### src/rtl/pid_pkg.sv
// Shared widths, D-source selector and the signed saturation helper used by
// the pipelined PID controller and its integrator.
package pid_pkg;

    localparam int DEF_IN_W    = 16;
    localparam int DEF_ERR_W   = 10;
    localparam int DEF_INT_W   = 18;
    localparam int DEF_OUT_W   = 12;
    localparam int DEF_KP_W    = 5;
    localparam int DEF_I_SHIFT = 6;
    localparam int DEF_D_SHIFT = 6;
    localparam int DEF_SS_W    = 27;

    typedef enum logic {
        D_EXT  = 1'b0,
        D_DIFF = 1'b1
    } d_mode_e;

    // Clamp a wide signed value into the range of a signed 'width'-bit word.
    function automatic logic signed [63:0] sat_s(input logic signed [63:0] value,
                                                 input int width);
        logic signed [63:0] hi;
        logic signed [63:0] lo;
        hi = (64'sd1 <<< (width - 1)) - 64'sd1;
        lo = -(64'sd1 <<< (width - 1));
        if (value > hi)
            return hi;
        else if (value < lo)
            return lo;
        else
            return value;
    endfunction

endpackage

### src/rtl/pid_sat_integrator.sv
// Clamping error accumulator: clears on clr, skips the update while frozen,
// and saturates at the signed INT_W limits instead of wrapping.
module pid_sat_integrator
    import pid_pkg::*;
#(
    parameter int ERR_W = DEF_ERR_W,
    parameter int INT_W = DEF_INT_W
) (
    input  logic                    clk,
    input  logic                    rst_n,
    input  logic signed [ERR_W-1:0] err,
    input  logic                    en,
    input  logic                    clr,
    input  logic                    freeze,
    output logic signed [INT_W-1:0] integ
);

    always_ff @(posedge clk or negedge rst_n) begin
        if (!rst_n)
            integ <= '0;
        else if (clr)
            integ <= '0;
        else if (en && !freeze)
            integ <= INT_W'(sat_s(64'(integ) + 64'(err), INT_W));
    end

endmodule

### src/rtl/pid_ctrl_pipe.sv
// Pipelined balance PID: saturated error, programmable P gain, selectable D
// source, clamped integrator with anti-windup, registered saturated output.
module pid_ctrl_pipe
    import pid_pkg::*;
#(
    parameter int IN_W     = DEF_IN_W,
    parameter int ERR_W    = DEF_ERR_W,
    parameter int INT_W    = DEF_INT_W,
    parameter int OUT_W    = DEF_OUT_W,
    parameter int KP_W     = DEF_KP_W,
    parameter int I_SHIFT  = DEF_I_SHIFT,
    parameter int D_SHIFT  = DEF_D_SHIFT,
    parameter int D_MODE   = 0,
    parameter int SS_W     = DEF_SS_W,
    parameter int fast_sim = 0
) (
    input  logic                   clk,
    input  logic                   rst_n,
    input  logic                   vld,
    input  logic signed [IN_W-1:0] ptch,
    input  logic signed [IN_W-1:0] ptch_rt,
    input  logic [KP_W-1:0]        kp,
    input  logic                   pwr_up,
    input  logic                   rider_off,
    output logic signed [OUT_W-1:0] PID_cntrl,
    output logic                   cntrl_vld,
    output logic                   sat_flag,
    output logic [7:0]             ss_tmr
);

    // Flow control: no backpressure. Every cycle with vld=1 is one sample;
    // each sample yields exactly one cntrl_vld pulse two clock edges later.

    localparam int P_W   = ERR_W + KP_W + 1;
    localparam int D_W   = IN_W + 2;
    localparam int SUM_W = IN_W + INT_W + 2;
    localparam d_mode_e D_SEL = (D_MODE != 0) ? D_DIFF : D_EXT;
    localparam logic [SS_W-1:0] TMR_INC = (fast_sim != 0) ? SS_W'(256) : SS_W'(1);

    logic signed [ERR_W-1:0] err;
    logic signed [ERR_W-1:0] err_prev;
    logic signed [P_W-1:0]   p_prod;
    logic signed [P_W-1:0]   p_q;
    logic signed [D_W-1:0]   d_val;
    logic signed [D_W-1:0]   d_q;
    logic signed [INT_W-1:0] integ;
    logic signed [SUM_W-1:0] sum_q;
    logic                    v1;
    logic                    v2;
    logic                    freeze;
    logic [SS_W-1:0]         ss_cnt;

    always_comb begin
        err    = ERR_W'(sat_s(64'(ptch), ERR_W));
        p_prod = P_W'(err) * P_W'($signed({1'b0, kp}));
        if (D_SEL == D_DIFF)
            d_val = -(D_W'(err) - D_W'(err_prev));
        else
            d_val = -D_W'(ptch_rt >>> D_SHIFT);
        // Stop winding further into a saturation the output is already pinned at.
        freeze = sat_flag && (err[ERR_W-1] == PID_cntrl[OUT_W-1]);
    end

    always_ff @(posedge clk or negedge rst_n) begin
        if (!rst_n) begin
            v1       <= 1'b0;
            p_q      <= '0;
            d_q      <= '0;
            err_prev <= '0;
        end else begin
            v1 <= vld;
            if (vld) begin
                p_q <= p_prod;
                d_q <= d_val;
            end
            if (rider_off)
                err_prev <= '0;
            else if (vld)
                err_prev <= err;
        end
    end

    pid_sat_integrator #(
        .ERR_W(ERR_W),
        .INT_W(INT_W)
    ) u_integ (
        .clk   (clk),
        .rst_n (rst_n),
        .err   (err),
        .en    (vld),
        .clr   (rider_off),
        .freeze(freeze),
        .integ (integ)
    );

    // The integrator read here is the value stage 1 wrote for this sample.
    always_ff @(posedge clk or negedge rst_n) begin
        if (!rst_n) begin
            v2    <= 1'b0;
            sum_q <= '0;
        end else begin
            v2 <= v1;
            if (v1)
                sum_q <= SUM_W'(p_q) + SUM_W'(integ >>> I_SHIFT) + SUM_W'(d_q);
        end
    end

    always_ff @(posedge clk or negedge rst_n) begin
        if (!rst_n) begin
            cntrl_vld <= 1'b0;
            PID_cntrl <= '0;
            sat_flag  <= 1'b0;
        end else begin
            cntrl_vld <= v2;
            if (v2) begin
                PID_cntrl <= OUT_W'(sat_s(64'(sum_q), OUT_W));
                sat_flag  <= (sat_s(64'(sum_q), OUT_W) != 64'(sum_q));
            end
        end
    end

    always_ff @(posedge clk or negedge rst_n) begin
        if (!rst_n)
            ss_cnt <= '0;
        else if (!pwr_up)
            ss_cnt <= '0;
        else if (!(&ss_cnt[SS_W-1:8]))
            ss_cnt <= ss_cnt + TMR_INC;
    end

    assign ss_tmr = ss_cnt[SS_W-1:SS_W-8];

endmodule

### config.mk
export PLATFORM = sky130hd
export DESIGN_NAME = pid_ctrl_pipe
export DESIGN_NICKNAME = d
export VERILOG_FILES = /design/src/rtl/pid_pkg.sv /design/src/rtl/pid_sat_integrator.sv /design/src/rtl/pid_ctrl_pipe.sv
export SDC_FILE = /design/constraint.sdc
export NUM_CORES = 1
export LEC_CHECK = 0
export ABC_CLOCK_PERIOD_IN_PS = 4710
export CORE_MARGIN = 1
export CORE_UTILIZATION = 70
export DETAILED_ROUTE_END_ITERATION = 8
export DONT_BUFFER_PORTS = 1
export GPL_ROUTABILITY_DRIVEN = 0
export PLACE_DENSITY = 0.86
export SLEW_MARGIN = 20
export SYNTH_ARGS = -nofsm -noshare
export SYNTH_HDL_FRONTEND = slang
export SYNTH_HIERARCHICAL = 1
export SYNTH_SLANG_ARGS = --single-unit
### constraint.sdc
create_clock -name clk -period 4.71 [get_ports clk]
set_clock_uncertainty 0.2 [all_clocks]
set_input_delay 0.7065 -clock clk [delete_from_list [all_inputs] [get_ports clk]]
set_output_delay 0.7065 -clock clk [all_outputs]
set_load 0.02 [all_outputs]
## Word level (Yosys, flattened, before mapping)

Index checks and enable logic that the tools add are counted.

- $add $sub $neg: 5
- $mul: 1
- Order comparisons: 6
- Equality and inequality tests: 3
- Muxes and demuxes: 11
- Reduce and logical (&&, ||, !) cells: 5

Operators with widths:

| operator | count |
|---|---|
| $mux W64 | 3 |
| $mux W18 | 4 |
| $ne A64 B19 Y1 | 1 |
| $mux W27 | 2 |
| $add A27 B1 Y27 const B | 1 |
| $mux W10 | 2 |
| $add A17 B18 Y19 | 1 |
| $add A18 B10 Y19 | 1 |
| $gt A19 B12 Y1 const B | 1 |
| $gt A19 B18 Y1 const B | 1 |
| $lt A19 B12 Y1 const B | 1 |
| $lt A19 B18 Y1 const B | 1 |
| $reduce_and A19 Y1 | 1 |
| $neg A10 Y18 | 1 |
| $add A16 B12 Y17 | 1 |
| $gt A16 B10 Y1 const B | 1 |
| $lt A16 B10 Y1 const B | 1 |
| $mul A10 B6 Y16 | 1 |
| $logic_and A1 B1 Y1 | 2 |
| $ne A2 B2 Y1 const B | 1 |
| $reduce_bool A2 Y1 | 1 |
| $eq A1 B1 Y1 | 1 |
| $logic_not A1 Y1 | 1 |

- Register bits: 114
- Output and inout port bits: 22
- Logic and storage cells: 41

## Longest topological paths before layout

- Depth after elaboration: 9
- Depth in mapped cells: 19
- Depth with buffers taken out: 19

## Cells and area by module

Netlist, hierarchy kept.

By module, submodules not included:

| module | times used | cells an instance | area each (sq um) | seq. area each (sq um) |
|---|---|---|---|---|
| pid_ctrl_pipe | 1 | 760 | 7384.6 | 2402.3 |
| pid_sat_integrator | 1 | 179 | 1710.4 | 450.4 |

## Least setup slack after synthesis

Ideal clock, no wire load.

- Path kind: input port to flip-flop
- Start point: in ptch[13]
- End point: reg p_q[13]
- Setup time: 0.125 ns
- Data arrival time: 5.017 ns
- Data required time: 4.385 ns
- Path slack: -0.632 ns
- Stages: 19
- Path buffers: 0
- Cell sequence: nor4_1 nand2_1 nor2_1 nor2_1 a21oi_1 nor2b_1 fa_1 inv_1 fa_1 fa_1 inv_1 ha_1 a21o_1 a21oi_1 nor2b_1 o41a_1 a221oi_2 xnor2_1 mux2_2

- Longest elaborated chain between the ends: 4
- Elaborated cells on any way between the ends: 5
- Those cells by class: mul (1); order compare (2); mux (2)

RTL lines:

| element | RTL line | source |
|---|---|---|
| start: declaration | pid_ctrl_pipe.sv:20 | `input logic signed [IN_W-1:0] ptch,` |
| $lt A16 B10 Y1 | pid_pkg.sv:28 | `else if (value < lo)` |
| $mux W10 | pid_pkg.sv:28 |  |
| $mux W10 (*) | pid_pkg.sv:26 | `if (value > hi)` |
| $mul A10 B6 Y16 (*) | pid_ctrl_pipe.sv:55 | `p_prod = P_W'(err) * P_W'($signed({1'b0, kp}));` |
| end signal: assignment | pid_ctrl_pipe.sv:73 | `p_q <= p_prod;` |
| end: declaration | pid_ctrl_pipe.sv:43 | `logic signed [P_W-1:0] p_q;` |

Every way passes the cells marked *; elsewhere a longest branch is shown, timed or not.
A chain may end at the register's enable or synchronous reset.

## Final worst setup path

- Start point: in ptch[9]
- End point: reg p_q[13]

The elaborated chain is that of the path after synthesis.

==> flow_summary.ini <==
[status]
outcome = finished, violations left
violations = negative setup slack

[worst_setup_path]
worst_setup_path_end_kind = flip-flop
cp_max_fo = 6
cp.depth = 20
cp-endpoint = p_q[13]
slowest_stage = fa_1
start_kind = primary input
cp.arrival_ns = 4.95
path_delay_family = adder cells
r2r-end = u_integ/integ[0]
rr_startpoint = u_integ/integ[0]
path_class = in2reg
crit_start = ptch[9]
crit_required_ns = 4.81
path_buf_inv = 2
r2r_slack_ns = 1.42
cpPeakStageDelay_ns = 0.46
path_cells = nor4_4 > nand2_2 > nor2_2 > nor2_1 > a21oi_2 > buf_4 > buf_4 > nor2b_1 > fa_1 > ha_1 > ha_4 > ha_4 > fa_2 > a21o_1 > a21oi_2 > nor2b_2 > o41a_1 > a221oi_2 > xnor2_1 > mux2_4
reg2reg_depth = 10

[cts]
htreeDepth = 4
clockRootBuffer = clkbuf_16
clkTransAtPathRegs_ns = 0.05
cts.sinks = 114
clk_latency_ns = 0.42
cts_buffers = 17
clockBufferDepth = 2
tritoncts = yes

[timing]
timing.fmax_ghz = 0.206
hold_viol = 0
max_slew.worst_pin.slew_ns = 1.03
report.final.slew_viol_count = 0
period_share_pct = 103
setup_viol = 3
slew_headroom_pct = 31.1
fin_crit_ns = 4.85
setup_ws_ns = -0.140
rsz0062_at_grt = true

[finish]
final_util_pct = 82.7
seq_area_um2 = 2850
syn_to_final_growth_pct = 14.8
instances_no_fill = 1169
final_nets = 1144
antenna_cells = 0
fillerInstances = 677
fin_area_um2 = 10400
multi_input_area_um2 = 5930
drive_gt1_share_pct = 18.1

[synth]
synth.top_cell.area_share_pct = 31.4
ys.flop_type = dfrtp_1
yosysUniqueCellTypes = 78
netlist_instances = 939
ys_seq_area_share_pct = 31.4
synth_seq_cells = 114
syn-num-nets = 1099
synth.avg_cell_area_um2 = 9.69
async_reset_ff_share_pct = 100
yosys.area.top_type = dfrtp_1
synth_edf_count = 0
synthTopCellsByCount = 114 x dfrtp_1, 98 x inv_1, 67 x ha_1, 61 x nor2_1, 59 x a21oi_1
synth_area_um2 = 9090
yosys_warnings = 6
synth.area.top_cells = dfrtp_1 31%, fa_1 11%, ha_1 9.2%, xnor2_1 5.2%, inv_1 4.0%
synth.most_common_cell = dfrtp_1

[detailed_routing]
antenna_left = 0
drc_errors = 0
wire_per_inst_um = 18.2
via_count = 7195
via_per_inst = 6.15
drtPass1Iterations = 5
drt-total-wl_mm = 21.3
first_iter_violations = 642

[floorplan]
initial_core_util_pct = 72.1
core-area_um2 = 12600
die_area_um2 = 13500
die_width_um = 116
row_count = 41
ios = 64
die_y_um = 116

[grt]
grtUsageTotal_pct = 32.8
grt_first_pass_wirelength_mm = 33.6
grt_pass1_vias = 7124
grt_remaining_overflow = 0
grt_max_degree = 115
antenna_found_initial = 0

[power_and_ir_drop]
totalPowerFinal_mw = 6.44
power_density_nw_per_um2 = 617
ir_drop_mv = 0.347
leakage_nw = 4.80

[run]
cap_violations = 0

[place]
place_area_um2 = 9540
dpl.hpwl_mm = 14.3
port-buffer-count = 0
placed_cells = 1122
preCtsSetupSlack_ns = -0.603

[hold_path]
hold_class = in2async
## worst register-to-register path, stage by stage (launching register included)
cell and delay [ns]:
dfrtp_1 0.38, ha_1 0.22, inv_1 0.08, fa_1 0.25
nor2b_4 0.06, o31a_1 0.31, o41ai_4 0.50, o21ai_2 0.17
a22oi_4 0.37, a21oi_4 0.22, a221o_2 0.43
## metal layers
layer / wire length, um / up-vias / track usage, %
met4: 786 / 0 / 15.4
li1: - / 3326 / -
met5: 0 / - / 0
met3: 1370 / 67 / 8.21
met1: 8420 / 3517 / 38.3
met2: 10700 / 285 / 56.6
## through the flow
stage	hold WS [ns]	TNS, ns
3_3_place_gp	0.215	-2.05
5_1_grt	0.0872	-0.853
6_report	0.00246	-0.296
4_1_cts	0.0663	-0.00586
2_1_floorplan	0.170	-0.984
3_5_place_dp	0.215	-2.72
## state kept, by name, summed over array words and instances (netlist names)
register and cells:
ss_cnt 27, sum_q 19, v2 1, sat_flag 1, PID_cntrl 12, u_integ/integ 18, cntrl_vld 1, d_q 18
p_q 16, v1 1
## power by group
group | switching, mW | internal (mW) | leakage [nW]
logic | 1.84 | 1.62 | 3.08
clock network | 0.468 | 0.881 | 0.296
registers | 0.359 | 1.27 | 1.42
## timing repair
item | in CTS | in global routing
hold buffers | 1 | 0
setup endpoints to repair | 3 | 7
setup buffers | 10 | 6
resized for setup | 3 | 28
pin swaps | 15 | 31
gates cloned | 0 | 0
endpoints found under the hold margin | 114 | 0
## cells by family (layout without fill, tap and decap cells)
family	Yosys count	count (layout)	share of synthesized area, %
compound gates	191	191	14.6
buf+inv	128	186	5.78
xor+xnor	71	71	6.84
fa+ha+maj	119	119	20.6
flops	114	114	31.4
simple gates	283	283	16.9
mux	33	33	4.04
## worst min-delay path by stage
| stage | from | endpoint | cells past startpoint |
|---|---|---|---|
| finish | rst_n | ss_cnt[9] | 1 |
| global route | rst_n | ss_cnt[3] | 1 |
| CTS | rst_n | u_integ/integ[15] | 1 |
| detailed placement | rst_n | PID_cntrl[10] | 0 |
| global placement | rst_n | sum_q[18] | 0 |
| floorplan | v1 | v2 | 0 |
## area by class of cell
cell class                 instances  share of cell area [%]
tap                              172                    2.06
sequential                       114                    27.3
multi-input combinational        697                    56.8
clock buffer                      18                    4.11
clock inverter                    14                    1.81
timing repair buffer              56                    4.34
inverter                          98                    3.52
## cell usage in the layout (no fill, tap or decap), types with 6 or more instances in the layout
master,instances
a21o_1,11
a21oi_1,50
a21oi_2,9
a221o_1,11
a31oi_1,6
and2_1,36
and3_1,7
buf_4,54
clkbuf_16,17
dfrtp_1,114
fa_1,50
ha_1,61
ha_4,6
inv_1,95
mux2_2,24
nand2_1,47
nand2b_1,14
nand3_1,18
nand4_1,11
nor2_1,57
nor2b_1,35
nor3_1,9
nor4_1,7
o211ai_1,6
o21a_1,9
o21ai_0,21
o21ai_1,16
xnor2_1,54
xor2_1,17
(Power assumes the default switching activity.)
